## config.mk

```make
export PLATFORM = sky130hd
export DESIGN_NAME = instruction_fetch
export DESIGN_NICKNAME = d
export VERILOG_FILES = /design/src/rtl/instruction_fetch_pkg.sv /design/src/rtl/instruction_fetch_fetch_queue.sv /design/src/rtl/instruction_fetch.sv
export SDC_FILE = /design/constraint.sdc
export NUM_CORES = 1
export LEC_CHECK = 0
export CAP_MARGIN = 10
export CORE_MARGIN = 5
export CORE_UTILIZATION = 30
export CTS_BUF_LIST = sky130_fd_sc_hd__clkbuf_4 sky130_fd_sc_hd__clkbuf_8
export DETAILED_ROUTE_END_ITERATION = 12
export GPL_TIMING_DRIVEN = 0
export HOLD_SLACK_MARGIN = 0.02
export SYNTH_ARGS = -nofsm -noshare
export SYNTH_HDL_FRONTEND = slang
export SYNTH_SLANG_ARGS = --single-unit
```

## constraint.sdc

```tcl
create_clock -name clk -period 7.25 [get_ports clk]
set_input_delay 1.45 -clock clk [delete_from_list [all_inputs] [get_ports clk]]
set_output_delay 1.45 -clock clk [all_outputs]
set_load 0.01 [all_outputs]
```

## src/rtl/instruction_fetch_pkg.sv

```systemverilog
// Shared definitions for the fetch stage: instruction size, default reset PC
// and the {pc, instruction} entry carried through the fetch queue.
package instruction_fetch_pkg;

   localparam int FETCH_WIDTH = 32;
   localparam int INST_BYTES  = 4;

   localparam logic [FETCH_WIDTH-1:0] DEFAULT_RESET_PC = 32'h0000_0000;

   typedef struct packed {
      logic [FETCH_WIDTH-1:0] pc;
      logic [FETCH_WIDTH-1:0] instruction;
   } fetch_entry_t;

endpackage

```

## src/rtl/instruction_fetch_fetch_queue.sv

```systemverilog
// Small synchronous FIFO of fetched {pc, instruction} entries with flush.
// Storage is cleared on reset so the head reads as zero until written.
module fetch_queue
   import instruction_fetch_pkg::*;
#(
   parameter int DEPTH = 2
) (
   input  logic                     clk,
   input  logic                     rst,
   input  logic                     push,
   input  logic                     pop,
   input  logic                     flush,
   input  fetch_entry_t             push_entry,
   output logic [$clog2(DEPTH):0]   count,
   output fetch_entry_t             head_entry
);

   localparam int PW = $clog2(DEPTH);
   localparam int CW = PW + 1;

   fetch_entry_t    mem [DEPTH];
   logic [PW-1:0]   head;
   logic [PW-1:0]   tail;

   // Flush resets pointers but leaves stale storage; count gates visibility.
   always_ff @(posedge clk) begin
      if (rst) begin
         head  <= '0;
         tail  <= '0;
         count <= '0;
         for (int i = 0; i < DEPTH; i++) begin
            mem[i] <= '0;
         end
      end else if (flush) begin
         head  <= '0;
         tail  <= '0;
         count <= '0;
      end else begin
         if (push) begin
            mem[tail] <= push_entry;
            tail      <= tail + PW'(1);
         end
         if (pop) begin
            head <= head + PW'(1);
         end
         count <= count + CW'(push) - CW'(pop);
      end
   end

   assign head_entry = mem[head];

endmodule

```

## src/rtl/instruction_fetch.sv

```systemverilog
// Fetch stage: PC register driving instruction memory, a fetch queue toward
// decode, and redirect handling that flushes the queue and restarts fetch.
module instruction_fetch
   import instruction_fetch_pkg::*;
#(
   parameter int                    DATA_WIDTH  = FETCH_WIDTH,
   parameter logic [DATA_WIDTH-1:0] RESET_PC    = DEFAULT_RESET_PC,
   parameter int                    QUEUE_DEPTH = 2
) (
   input  logic                  clk,
   input  logic                  rst,
   input  logic                  fetch_en,
   input  logic                  redirect_valid,
   input  logic [DATA_WIDTH-1:0] redirect_pc,
   output logic [DATA_WIDTH-1:0] imem_addr,
   input  logic [DATA_WIDTH-1:0] imem_instruction,
   output logic                  out_valid,
   input  logic                  out_ready,
   output logic [DATA_WIDTH-1:0] out_pc,
   output logic [DATA_WIDTH-1:0] out_instruction
);

   localparam int CW = $clog2(QUEUE_DEPTH) + 1;

   logic [DATA_WIDTH-1:0] pc;
   logic [CW-1:0]         count;
   logic                  push;
   logic                  pop;
   fetch_entry_t          push_entry;
   fetch_entry_t          head_entry;

   // A full queue may still accept a push when the head leaves this cycle.
   assign pop  = out_valid & out_ready;
   assign push = fetch_en & ~redirect_valid & ((count < CW'(QUEUE_DEPTH)) | pop);

   assign push_entry.pc          = pc;
   assign push_entry.instruction = imem_instruction;

   always_ff @(posedge clk) begin
      if (rst) begin
         pc <= RESET_PC;
      end else if (redirect_valid) begin
         pc <= {redirect_pc[DATA_WIDTH-1:2], 2'b00};
      end else if (push) begin
         pc <= pc + DATA_WIDTH'(INST_BYTES);
      end
   end

   fetch_queue #(
      .DEPTH (QUEUE_DEPTH)
   ) u_queue (
      .clk        (clk),
      .rst        (rst),
      .push       (push),
      .pop        (pop),
      .flush      (redirect_valid),
      .push_entry (push_entry),
      .count      (count),
      .head_entry (head_entry)
   );

   assign imem_addr       = pc;
   assign out_valid       = (count != '0);
   assign out_pc          = out_valid ? head_entry.pc          : '0;
   assign out_instruction = out_valid ? head_entry.instruction : '0;

endmodule

```

==> summary.json, run 1 <==
{
  "max-vdd-ir-drop_v": 0.0000905,
  "path_max_fanout": 10,
  "outcome": "finished, final reports clean",
  "synthCells": 666,
  "global_route.usage.met2_pct": 23.8,
  "postSynthRegisterBits": 159,
  "final.period_utilization_pct": 60.0,
  "cp.required_ns": 5.80,
  "post-route-cell-area_mm2": 0.0102,
  "min_period_ns": 4.35,
  "rsz0062_at_grt": "false",
  "regToRegStartpoint": "u_queue.count[1]$_SDFF_PP0_",
  "slew_headroom_pct": 21.1,
  "placedInstanceArea_mm2": 0.00977,
  "drt_drc": 0,
  "synthToLayoutAreaGrowth_pct": 32.7,
  "drive_above_1_share_pct": 7.40,
  "first_global_vias": 5782,
  "worst_setup_path_endpoint": "out_pc[15]",
  "syn-cell-area_mm2": 0.00765,
  "nNetsFinal": 924,
  "place.detailed.hpwl_um": 15500,
  "max_cap_violations": 0,
  "worstReg2RegEnd": "u_queue.mem[1][29]$_SDFFCE_PN0P_",
  "critPathKind": "register to output pin",
  "pre_antenna_drt_iters": 5,
  "tritoncts.num_buffers": 17,
  "synth_cell_type_count": 53,
  "netlist_top_cells_count": "and2_1 (125), edfxtp_1 (124), nor2_1 (88)",
  "yosys.cell_count.top_type": "and2_1",
  "post_drt_via_cell_ratio": 4.82,
  "leakagePower_uw": 0.00348,
  "synth_top_area_share_pct": 48.7,
  "worst_path_most_repeated_cell": "clkbuf_1",
  "die_h_um": 170,
  "pin_count_of_the_biggest_net_entering_global_routing": 35,
  "post_layout_nonfiller_instances": 1195,
  "max_freq_mhz": 230,
  "synth.largest_area_cell": "edfxtp_1",
  "tritoncts": "yes",
  "initial_core_util_pct": 30.5,
  "fp.dieW_um": 170,
  "detailroute.via_count": 5763,
  "die_area_mm2": 0.0288,
  "num_antenna_cells": 0,
  "cts.repair.resized": 0,
  "num-fill-cells": 2429,
  "cts_root_buf": "clkbuf_8",
  "fin_worst_hold_slack_ns": 0.553,
  "wl_um": 21600,
  "gpl.final_weighted_congestion": 0.765,
  "finalHoldViolations": 0,
  "synth_edf_count": 124,
  "cts.path.max_buffers": 2,
  "post-place-cells": 1163,
  "first_pass_grt_wire_length_um": 33100,
  "route.antenna.remaining_nets": 0,
  "global_route.peak_usage_layer": "met2",
  "slowest_delay_ns": 0.75,
  "worstRegToRegCells": 7,
  "tightest_slew_ns": 1.18,
  "global_route.overflow_total": 0,
  "hp-class": "register to register",
  "grt.met1_usage_pct": 20.3,
  "timing.critical_path.to_type": "output pin",
  "synthTopCellsByArea": "edfxtp_1 (49%), and2_1 (10%), dfxtp_1 (9.2%), mux2i_1 (8.1%), nor2_1 (4.3%)",
  "avgSynthCellArea_um2": 11.5,
  "timing.critical_path.arrival_ns": 2.90,
  "clkSinkCount": 159,
  "critical-path-slowest-cell": "clkbuf_1",
  "floorplan.core_area_mm2": 0.0251,
  "groute.layer.met3.usage_pct": 3.63,
  "regToRegSetupSlack_ns": 4.40,
  "async_reset_ff_share_pct": 0,
  "sequential_cell_area_fraction_in_the_yosys_report_pct": 57.8,
  "dominantRegCellSynth": "edfxtp_1",
  "grt_antenna_before_repair": 1,
  "detail_route.iter0.violations": 381,
  "crit_path_start_kind": "register",
  "track_usage_pct": 14.9,
  "clk-insertion-delay-late_ns": 0.46,
  "cts_max_level": 4,
  "holdBufCountCts": 0,
  "slew_violations": 0,
  "placement_rows": 58,
  "timing.critical_path.cells": "clkbuf_1 -> clkbuf_1 -> mux2i_1 -> nor2_1 -> clkdlybuf4s50_1",
  "final.setup_skew_ns": 0.0143,
  "finalSetupTns_ns": 0,
  "synth.yosys.warnings": 0,
  "io_buffer_count": 157,
  "io_pins": 166,
  "cts.repair_timing.setup_buffer_count": 0,
  "powerDensity_mw_per_mm2": 193,
  "timing.final.setup_violations": 0,
  "wl_per_cell_um": 18.1,
  "cts.reportedPaths.clkPinSlew_ns": 0.09
}
==> critical path, delay by kind of cell, from the launching register on <==
| kind | cells | cell delay (ns) |
|---|---|---|
| buffers and inverters | 3 | 1.81 |
| DFF | 1 | 0.31 |
| muxes | 1 | 0.17 |
| and+or+nand+nor | 1 | 0.16 |
==> power by group <==
group	total [µW]	leakage, µW	internal, µW	switching, µW
Clock	652	0.000190	283	370
Sequential	1070	0.00159	1030	34.4
Combinational	239	0.00170	120	119
Total	1960	0.00348	1430	523
==> cell usage in the layout (no fill, tap or decap), types with 4 or more instances in the layout <==
| cell type | synthesis | routed |
|---|---|---|
| edfxtp_1 | 124 | 124 |
| conb_1 | 1 | 4 |
| dfxtp_1 | 35 | 35 |
| nand2b_1 | 5 | 5 |
| or4_1 | 14 | 14 |
| xor2_1 | 6 | 6 |
| inv_1 | 9 | 9 |
| o21ai_0 | 8 | 8 |
| buf_4 | 4 | 6 |
| nor4_1 | 7 | 6 |
| xnor2_1 | 5 | 5 |
| mux2i_1 | 62 | 62 |
| inv_6 | 0 | 6 |
| o31ai_1 | 12 | 11 |
| nor2_1 | 88 | 88 |
| buf_8 | 0 | 4 |
| nand3_1 | 15 | 15 |
| clkdlybuf4s50_1 | 0 | 157 |
| a311oi_1 | 14 | 14 |
| nor3_1 | 9 | 9 |
| clkbuf_1 | 31 | 31 |
| buf_1 | 4 | 4 |
| a211oi_1 | 9 | 9 |
| and2_1 | 125 | 125 |
| and4_1 | 4 | 4 |
| nand2_1 | 15 | 15 |
| and3_1 | 7 | 7 |
| clkbuf_8 | 2 | 19 |
| nand4_1 | 8 | 8 |
==> kinds of logic after synthesis <==
kind of cell,share of synthesized area [%]
AOI/OAI and AO/OA,5.41
xor gates and xnor gates,1.26
adders and majority gates,0.491
buffers and inverters,4.02
DFF,57.8
muxes,8.11
other,0.0490
and+or+nand+nor,22.8
==> flip-flops by register name, indices dropped and copies added (netlist names), named ones only <==
signal,count
u_queue.count,2
u_queue.tail,1
u_queue.head,1
u_queue.mem,124
imem_addr,30
==> worst min-delay path by stage <==
stage | start | to | slack (ns) | cells after the start
after floorplan | u_queue.head$_SDFFE_PP0P_ | register | 0.52 | 2
after global placement | u_queue.head$_SDFFE_PP0P_ | u_queue.head$_SDFFE_PP0P_ | 0.54 | 2
after detailed placement | u_queue.head$_SDFFE_PP0P_ | u_queue.head$_SDFFE_PP0P_ | 0.54 | 2
after CTS | u_queue.head$_SDFFE_PP0P_ | register | 0.55 | 2
after global routing | u_queue.head$_SDFFE_PP0P_ | u_queue.head$_SDFFE_PP0P_ | 0.58 | 2
final | u_queue.head$_SDFFE_PP0P_ | register | 0.55 | 2
==> through the flow <==
stage | setup slack (ns) | total power [µW] | utilization, %
floorplan | 0.198 | 1190 | -
global placement | -3.71 | 1320 | 38.4
detailed placement | 2.66 | 1330 | 38.9
CTS | 2.83 | 1980 | 40.4
global route | 2.64 | 2050 | 40.4
finish | 2.90 | 1960 | 40.4
==> cell type report <==
| cell class | count | area [µm²] | share of cell area, % |
|---|---|---|---|
| Sequential cell | 159 | 4420 | 43.6 |
| Multi-Input combinational cell | 450 | 2960 | 29.1 |
| Timing Repair Buffer | 164 | 1670 | 16.4 |
| Tap cell | 330 | 413 | 4.07 |
| Buffer | 50 | 270 | 2.66 |
| Clock buffer | 17 | 234 | 2.30 |
| Clock inverter | 15 | 150 | 1.48 |
| Inverter | 10 | 37.5 | 0.370 |
==> per-layer routing <==
| layer | vias up | share of wire, % |
|---|---|---|
| li1 | 2757 | - |
| met2 | 193 | 47 |
| met4 | 2 | 0.93 |
| met1 | 2793 | 46 |
| met5 | - | 0.060 |
| met3 | 18 | 5.9 |
No activity file was read; power rests on OpenSTA's default activity.
==> inputs of run 2 (changes only) <==
clock period = 3.95 ns   (was 7.25 ns; I/O delays follow)
==> summary.json, run 2 (same netlist as run 1, synthesis figures left out) <==
{
  "outcome": {"value": "finished, final reports clean", "change": "unchanged"},
  "timing.critical_path.arrival": {"value": 2.83, "unit": "ns", "change": "was 2.90 ns"},
  "clk-insertion-delay-late": {"value": 0.45, "unit": "ns", "change": "was 0.46 ns"},
  "cp.required": {"value": 3.16, "unit": "ns", "change": "was 5.80 ns"},
  "critPathKind": {"value": "register to output pin", "change": "unchanged"},
  "max-vdd-ir-drop": {"value": 0.000160, "unit": "V", "change": "was 0.0000905 V"},
  "route.antenna.remaining_nets": {"value": 0, "change": "unchanged"},
  "worst_path_most_repeated_cell": {"value": "clkbuf_1", "change": "unchanged"},
  "final_cell_mix": {"value": "clkdlybuf4s50_1 (157), and2_1 (125), edfxtp_1 (124)", "change": "unchanged"},
  "cts_max_level": {"value": 4, "change": "unchanged"},
  "nNetsFinal": {"value": 924, "change": "unchanged"},
  "io_pins": {"value": 166, "change": "unchanged"},
  "seq_power_share": {"value": 55.6, "unit": "%", "change": "was 54.4%"},
  "rsz0062_at_grt": {"value": "false", "change": "unchanged"},
  "powerDensity": {"value": 346, "unit": "mW/mm²", "change": "was 193 mW/mm²"},
  "timing.critical_path.cells": {"value": "clkbuf_1 -> clkbuf_1 -> mux2i_1 -> nor2_1 -> clkdlybuf4s50_1", "change": "unchanged"},
  "hp-class": {"value": "register to register", "change": "unchanged"},
  "leakagePower": {"value": 0.00348, "unit": "µW", "change": "about the same"},
  "tritoncts.num_buffers": {"value": 17, "change": "unchanged"},
  "initial_core_util": {"value": 30.5, "unit": "%", "change": "unchanged"},
  "cts.repair.resized": {"value": 0, "change": "unchanged"},
  "cts.reportedPaths.clkPinSlew": {"value": 0.08, "unit": "ns", "change": "was 0.09 ns"},
  "drive_above_1_share": {"value": 7.51, "unit": "%", "change": "was 7.40%"},
  "max_freq_mhz": 276,
  "floorplan.core_area": {"value": 0.0251, "unit": "mm²", "change": "unchanged"},
  "finalHoldViolations": {"value": 0, "change": "unchanged"},
  "pin_count_of_the_biggest_net_entering_global_routing": {"value": 37, "change": "was 35"},
  "tritoncts": {"value": "yes", "change": "unchanged"},
  "wl_per_cell": {"value": 17.6, "unit": "µm", "change": "was 18.1 µm"},
  "post_drt_via_cell_ratio": {"value": 4.77, "change": "was 4.82"},
  "place.detailed.hpwl": {"value": 15200, "unit": "µm", "change": "was 15500 µm"},
  "fp.dieW": {"value": 170, "unit": "µm", "change": "unchanged"},
  "tightest_slew": {"value": 1.09, "unit": "ns", "change": "was 1.18 ns"},
  "crit_path_start_kind": {"value": "register", "change": "unchanged"},
  "finalSetupTns": {"value": 0, "unit": "ns", "change": "unchanged"},
  "wirelength_met1": {"value": 9420, "unit": "µm", "change": "was 10000 µm"},
  "gpl.final_weighted_congestion": {"value": 0.808, "change": "was 0.765"},
  "slew_violations": {"value": 0, "change": "unchanged"},
  "worst_path_dominant_cell_family": {"value": "buffers and inverters", "change": "unchanged"},
  "placement_rows": {"value": 58, "change": "unchanged"},
  "synthToLayoutAreaGrowth": {"value": 32.7, "unit": "%", "change": "about the same"},
  "mostFrequentLayoutCell": {"value": "clkdlybuf4s50_1", "change": "unchanged"},
  "path_buf_inv": {"value": 3, "change": "unchanged"},
  "wl_met2": {"value": 9970, "unit": "µm", "change": "was 10100 µm"},
  "share_clk_of_total_power": {"value": 31.9, "unit": "%", "change": "was 33.3%"},
  "drt_drc": {"value": 0, "change": "unchanged"},
  "total_switching_power": {"value": 949, "unit": "µW", "change": "was 523 µW"},
  "num_antenna_cells": {"value": 0, "change": "unchanged"},
  "path_max_fanout": {"value": 10, "change": "unchanged"},
  "first_pass_grt_wire_length": {"value": 32000, "unit": "µm", "change": "was 33100 µm"},
  "detailroute.via_count": {"value": 5702, "change": "was 5763"},
  "grt_antenna_before_repair": {"value": 0, "change": "was 1"},
  "regToRegSetupSlack": {"value": 1.28, "unit": "ns", "change": "was 4.40 ns"},
  "switching_share": {"value": 27.0, "unit": "%", "change": "was 26.7%"},
  "top_layer": {"value": "met4", "change": "was met5"},
  "clkSinkCount": {"value": 159, "change": "unchanged"},
  "slew_headroom": {"value": 27.3, "unit": "%", "change": "was 21.1%"},
  "detail_route.iter0.violations": {"value": 385, "change": "was 381"},
  "cts.path.max_buffers": {"value": 2, "change": "unchanged"},
  "largest_register": {"value": "u_queue.mem", "change": "unchanged"},
  "postLayoutCoreUtil": {"value": 40.4, "unit": "%", "change": "about the same"},
  "cts.repair_timing.setup_buffer_count": {"value": 0, "change": "unchanged"},
  "route.met3.wl": {"value": 1430, "unit": "µm", "change": "was 1270 µm"},
  "critical-path-slowest-cell": {"value": "clkbuf_1", "change": "unchanged"},
  "first_global_vias": {"value": 5691, "change": "was 5782"},
  "die_h": {"value": 170, "unit": "µm", "change": "unchanged"},
  "wl": {"value": 21100, "unit": "µm", "change": "was 21600 µm"},
  "die_area": {"value": 0.0288, "unit": "mm²", "change": "unchanged"},
  "slowest_delay": {"value": 0.70, "unit": "ns", "change": "was 0.75 ns"},
  "max_cap_violations": {"value": 0, "change": "unchanged"},
  "track_usage": {"value": 14.3, "unit": "%", "change": "was 14.9%"},
  "cellInternalPower": {"value": 2570, "unit": "µW", "change": "was 1430 µW"},
  "min_period_ns": 3.62,
  "largest_register_ff_count": {"value": 124, "change": "unchanged"},
  "io_buffer_count": {"value": 157, "change": "unchanged"},
  "holdBufCountCts": {"value": 0, "change": "unchanged"},
  "power.share.combinational": {"value": 12.5, "unit": "%", "change": "was 12.2%"},
  "cts_root_buf": {"value": "clkbuf_8", "change": "unchanged"},
  "global_route.overflow_total": {"value": 0, "change": "unchanged"},
  "timing.critical_path.to_type": {"value": "output pin", "change": "unchanged"},
  "pre_antenna_drt_iters": {"value": 5, "change": "unchanged"},
  "final.period_utilization_pct": 91.7,
  "final.setup_skew": {"value": 0.0182, "unit": "ns", "change": "was 0.0143 ns"},
  "timing.final.setup_violations": {"value": 0, "change": "unchanged"}
}
[run 2: cell types whose count changed in the layout (fill, tap and decap cells not counted), sizes merged]
cell	previous run	this run
bufinv	1	0
clkinv	5	6
[run 2: cell type report]
type | instances | area, µm²
buffer | 50 | 270
clock buffer | 17 | 234
clock inverter | 15 | 123
fill | 2484 | 15000
inverter | 10 | 37.5
multi-input combinational | 450 | 2960
sequential | 159 | 4420
tap | 330 | 413
timing repair buffer | 164 | 1690
[run 2: tightest hold or removal path, delay by kind of cell (launching register included)]
kind | cells | cell delay (ns)
and+or+nand+nor | 1 | 0.05
DFF | 1 | 0.33
xor gates and xnor gates | 1 | 0.14
[run 2: stage by stage]
step,area (µm²),hold WS [ns],total power (µW),std cells,setup WS [ns]
after global routing,10100,0.587,3670,1195,0.0979
after detailed placement,9790,0.548,2440,1163,0.274
after global placement,9660,0.533,2420,1156,-1.49
after floorplan,7670,0.520,2170,669,0.662
final,10100,0.554,3520,1195,0.329
after CTS,10100,0.557,3550,1195,0.208
[run 2: worst paths after layout]
path / startpoint / to / cells past startpoint
max: register / out_pc[13] / 5
min: u_queue.head$_SDFFE_PP0P_ / register / 2
max reg2reg: u_queue.count[1]$_SDFF_PP0_ / u_queue.count[1]$_SDFF_PP0_ / 9
min reg2reg: u_queue.head$_SDFFE_PP0P_ / register / 2
[run 2: routing by layer]
metal | global-route usage (%) | vias to the layer above
li1 | - | 2761
met1 | 19.7 | 2732
met2 | 22.9 | 193
met3 | 3.47 | 16
met4 | 3.50 | 0
met5 | 0 | -
[run 2: power groups by stage]
stage               Sequential [µW]  Clock [µW]  Combinational (µW)
CTS                            1960        1150                 449
global route                   1970        1230                 480
floorplan                      1980           0                 190
detailed placement             1990           0                 446
global placement               2000           0                 427
finish                         1950        1120                 440
==> inputs of run 3 (changes only) <==
GPL_TIMING_DRIVEN = 1   (was 0)
==> summary.json, run 3 (same netlist as run 1, synthesis figures left out) <==
{
  "outcome": {"value": "finished, final reports clean", "change": "unchanged"},
  "num_antenna_cells": {"value": 0, "change": "unchanged"},
  "min_period": {"value": 3.22, "unit": "ns", "change": "was 3.62 ns"},
  "timing.critical_path.cells": {"value": "buf_12 -> mux2i_1 -> nor2_1 -> clkdlybuf4s50_1", "change": "was clkbuf_1 -> clkbuf_1 -> mux2i_1 -> nor2_1 -> clkdlybuf4s50_1"},
  "multiInputGateArea": {"value": 0.00296, "unit": "mm²", "change": "about the same"},
  "global_route.overflow_total": {"value": 0, "change": "unchanged"},
  "pre_antenna_drt_iters": {"value": 5, "change": "unchanged"},
  "synthToLayoutAreaGrowth": {"value": 30.3, "unit": "%", "change": "was 32.7%"},
  "holdBufCountCts": {"value": 0, "change": "unchanged"},
  "track_usage": {"value": 14.1, "unit": "%", "change": "was 14.3%"},
  "preCtsSetupSlack": {"value": 0.618, "unit": "ns", "change": "was 0.274 ns"},
  "final.period_utilization": {"value": 81.5, "unit": "%", "change": "was 91.7%"},
  "leakagePower": {"value": 0.00340, "unit": "µW", "change": "was 0.00348 µW"},
  "crit_cells": {"value": 4, "change": "was 5"},
  "fp.dieW": {"value": 170, "unit": "µm", "change": "unchanged"},
  "area.sequential": {"value": 0.00443, "unit": "mm²", "change": "was 0.00442 mm²"},
  "rsz0062_at_grt": {"value": "false", "change": "unchanged"},
  "initial_core_util": {"value": 30.5, "unit": "%", "change": "unchanged"},
  "drt_drc": {"value": 0, "change": "unchanged"},
  "max_freq": {"value": 311, "unit": "MHz", "change": "was 276 MHz"},
  "tritoncts": {"value": "yes", "change": "unchanged"},
  "gpl.final_weighted_congestion": {"value": 0.791, "change": "was 0.808"},
  "route.antenna.remaining_nets": {"value": 0, "change": "unchanged"},
  "slew_violations": {"value": 0, "change": "unchanged"},
  "detail_route.iter0.violations": {"value": 296, "change": "was 385"},
  "largest_register_ff_count": {"value": 124, "change": "unchanged"},
  "final.setup_skew": {"value": 0.0168, "unit": "ns", "change": "was 0.0182 ns"},
  "final_cell_mix": {"value": "clkdlybuf4s50_1 (159), and2_1 (125), edfxtp_1 (124)", "change": "was clkdlybuf4s50_1 (157), and2_1 (125), edfxtp_1 (124)"},
  "max-vdd-ir-drop": {"value": 0.000188, "unit": "V", "change": "was 0.000160 V"},
  "place.detailed.hpwl": {"value": 13500, "unit": "µm", "change": "was 15200 µm"},
  "num-fill-cells": {"value": 2439, "change": "was 2484"},
  "tritoncts.num_buffers": {"value": 17, "change": "unchanged"},
  "max_cap_violations": {"value": 0, "change": "unchanged"},
  "cts.repair_timing.setup_buffer_count": {"value": 0, "change": "unchanged"},
  "grt_antenna_before_repair": {"value": 1, "change": "was 0"},
  "io_pins": {"value": 166, "change": "unchanged"},
  "io_buffer_count": {"value": 159, "change": "was 157"},
  "detailroute.via_count": {"value": 5554, "change": "was 5702"},
  "cts.reportedPaths.clkPinSlew": {"value": 0.08, "unit": "ns", "change": "about the same"},
  "cts_max_level": {"value": 4, "change": "unchanged"},
  "finalSetupTns": {"value": 0, "unit": "ns", "change": "unchanged"},
  "placement_rows": {"value": 58, "change": "unchanged"},
  "mostFrequentLayoutCell": {"value": "clkdlybuf4s50_1", "change": "unchanged"},
  "finalHoldViolations": {"value": 0, "change": "unchanged"},
  "drive_above_1_share": {"value": 7.64, "unit": "%", "change": "was 7.51%"},
  "cts_root_buf": {"value": "clkbuf_8", "change": "unchanged"},
  "setup_slack": {"value": 0.731, "unit": "ns", "change": "was 0.329 ns"},
  "cts.repair.resized": {"value": 0, "change": "unchanged"},
  "die_h": {"value": 170, "unit": "µm", "change": "unchanged"},
  "post_drt_via_cell_ratio": {"value": 4.81, "change": "was 4.77"},
  "clk-insertion-delay-late": {"value": 0.45, "unit": "ns", "change": "about the same"},
  "hp-class": {"value": "register to register", "change": "unchanged"},
  "clkSinkCount": {"value": 159, "change": "unchanged"},
  "wl": {"value": 20400, "unit": "µm", "change": "was 21100 µm"},
  "die_area": {"value": 0.0288, "unit": "mm²", "change": "unchanged"},
  "path_buf_inv": {"value": 2, "change": "was 3"},
  "timing.final.setup_violations": {"value": 0, "change": "unchanged"},
  "hold_path_depth": {"value": 2, "change": "unchanged"},
  "tightest_slew": {"value": 0.891, "unit": "ns", "change": "was 1.09 ns"},
  "nNetsFinal": {"value": 884, "change": "was 924"},
  "crit_path_start_kind": {"value": "register", "change": "unchanged"},
  "path_max_fanout": {"value": 33, "change": "was 10"},
  "regToRegStartpoint": {"value": "imem_addr[10]$_SDFFE_PP0P_", "change": "was u_queue.count[1]$_SDFF_PP0_"},
  "slew_headroom": {"value": 40.1, "unit": "%", "change": "was 27.3%"},
  "first_global_vias": {"value": 5572, "change": "was 5691"},
  "worst_path_dominant_cell_family": {"value": "buffers and inverters", "change": "unchanged"},
  "hold_path_startpoint": {"value": "u_queue.head$_SDFFE_PP0P_", "change": "unchanged"},
  "timing.critical_path.arrival": {"value": 2.43, "unit": "ns", "change": "was 2.83 ns"},
  "pin_count_of_the_biggest_net_entering_global_routing": {"value": 63, "change": "was 37"},
  "wl_per_cell": {"value": 17.6, "unit": "µm", "change": "about the same"},
  "slowest_delay": {"value": 0.78, "unit": "ns", "change": "was 0.70 ns"},
  "powerDensity": {"value": 361, "unit": "mW/mm²", "change": "was 346 mW/mm²"},
  "cts.path.max_buffers": {"value": 2, "change": "unchanged"},
  "cp.required": {"value": 3.16, "unit": "ns", "change": "about the same"},
  "timing.critical_path.to_type": {"value": "output pin", "change": "unchanged"},
  "regToRegSetupSlack": {"value": 1.42, "unit": "ns", "change": "was 1.28 ns"},
  "critical-path-slowest-cell": {"value": "dfxtp_4", "change": "was clkbuf_1"},
  "worstRegToRegCells": {"value": 4, "change": "was 9"},
  "largest_register": {"value": "u_queue.mem", "change": "unchanged"},
  "critPathKind": {"value": "register to output pin", "change": "unchanged"},
  "worstReg2RegEnd": {"value": "imem_addr[23]$_SDFFE_PP0P_", "change": "was u_queue.count[1]$_SDFF_PP0_"},
  "floorplan.core_area": {"value": 0.0251, "unit": "mm²", "change": "unchanged"},
  "first_pass_grt_wire_length": {"value": 31300, "unit": "µm", "change": "was 32000 µm"}
}
run 3: changes by cell type in the layout (fill, tap and decap cells not counted), moves of 3 or more:
| cell | previous run | this run |
|---|---|---|
| buf_6 | 3 | 0 |
| buf_1 | 4 | 0 |
| clkbuf_1 | 31 | 0 |
| buf_4 | 6 | 13 |
run 3: power by group:
group	switching [µW]	leakage (µW)	internal, µW
combinational	201	0.00161	209
sequential	70.1	0.00159	1890
clock	645	0.000199	582
run 3: how the worst max path moves through the flow:
stage | startpoint | to | slack (ns)
after floorplan | redirect_valid | u_queue.mem[0][0]$_SDFFCE_PN0P_ | 0.66
after global placement | out_ready | u_queue.mem[1][11]$_SDFFCE_PN0P_ | 0.68
after detailed placement | out_ready | u_queue.mem[1][41]$_SDFFCE_PN0P_ | 0.62
after CTS | register | out_pc[29] | 0.67
after global routing | register | out_instruction[16] | 0.60
final | register | out_pc[29] | 0.73
run 3: final cells by class:
cell class	instances	area share, %
Clock buffer	18	2.42
Clock inverter	14	1.56
Inverter	10	0.377
Multi-Input combinational cell	450	29.7
Sequential cell	159	44.4
Tap cell	330	4.14
Timing Repair Buffer	174	17.3
run 3: worst reg2reg max path, cell delays in order, from the launching register on:
cell and delay (ns):
dfxtp_1 0.52, nand4_2 0.22, or4_1 0.85, or4_1 0.59
a311oi_1 0.26
run 3: stage by stage:
| step | power [µW] | utilization (%) | hold slack [ns] | instance area [µm²] | std cells |
|---|---|---|---|---|---|
| 2_1_floorplan | 2170 | - | 0.520 | 7670 | 669 |
| 3_3_place_gp | 2410 | 38.1 | 0.521 | 9570 | 1123 |
| 3_5_place_dp | 2420 | 38.1 | 0.533 | 9570 | 1123 |
| 4_1_cts | 3650 | 39.7 | 0.554 | 9970 | 1155 |
| 5_1_grt | 3770 | 39.7 | 0.592 | 9970 | 1155 |
| 6_report | 3600 | 39.7 | 0.548 | 9970 | 1155 |
run 3: metal layers:
metal	share of wire [%]	vias to the layer above	GRT usage, %
met1	45	2682	18.8
met3	6.7	18	3.87
met4	1.1	0	3.26
met2	47	176	22.8
li1	-	2678	-
met5	0	-	0
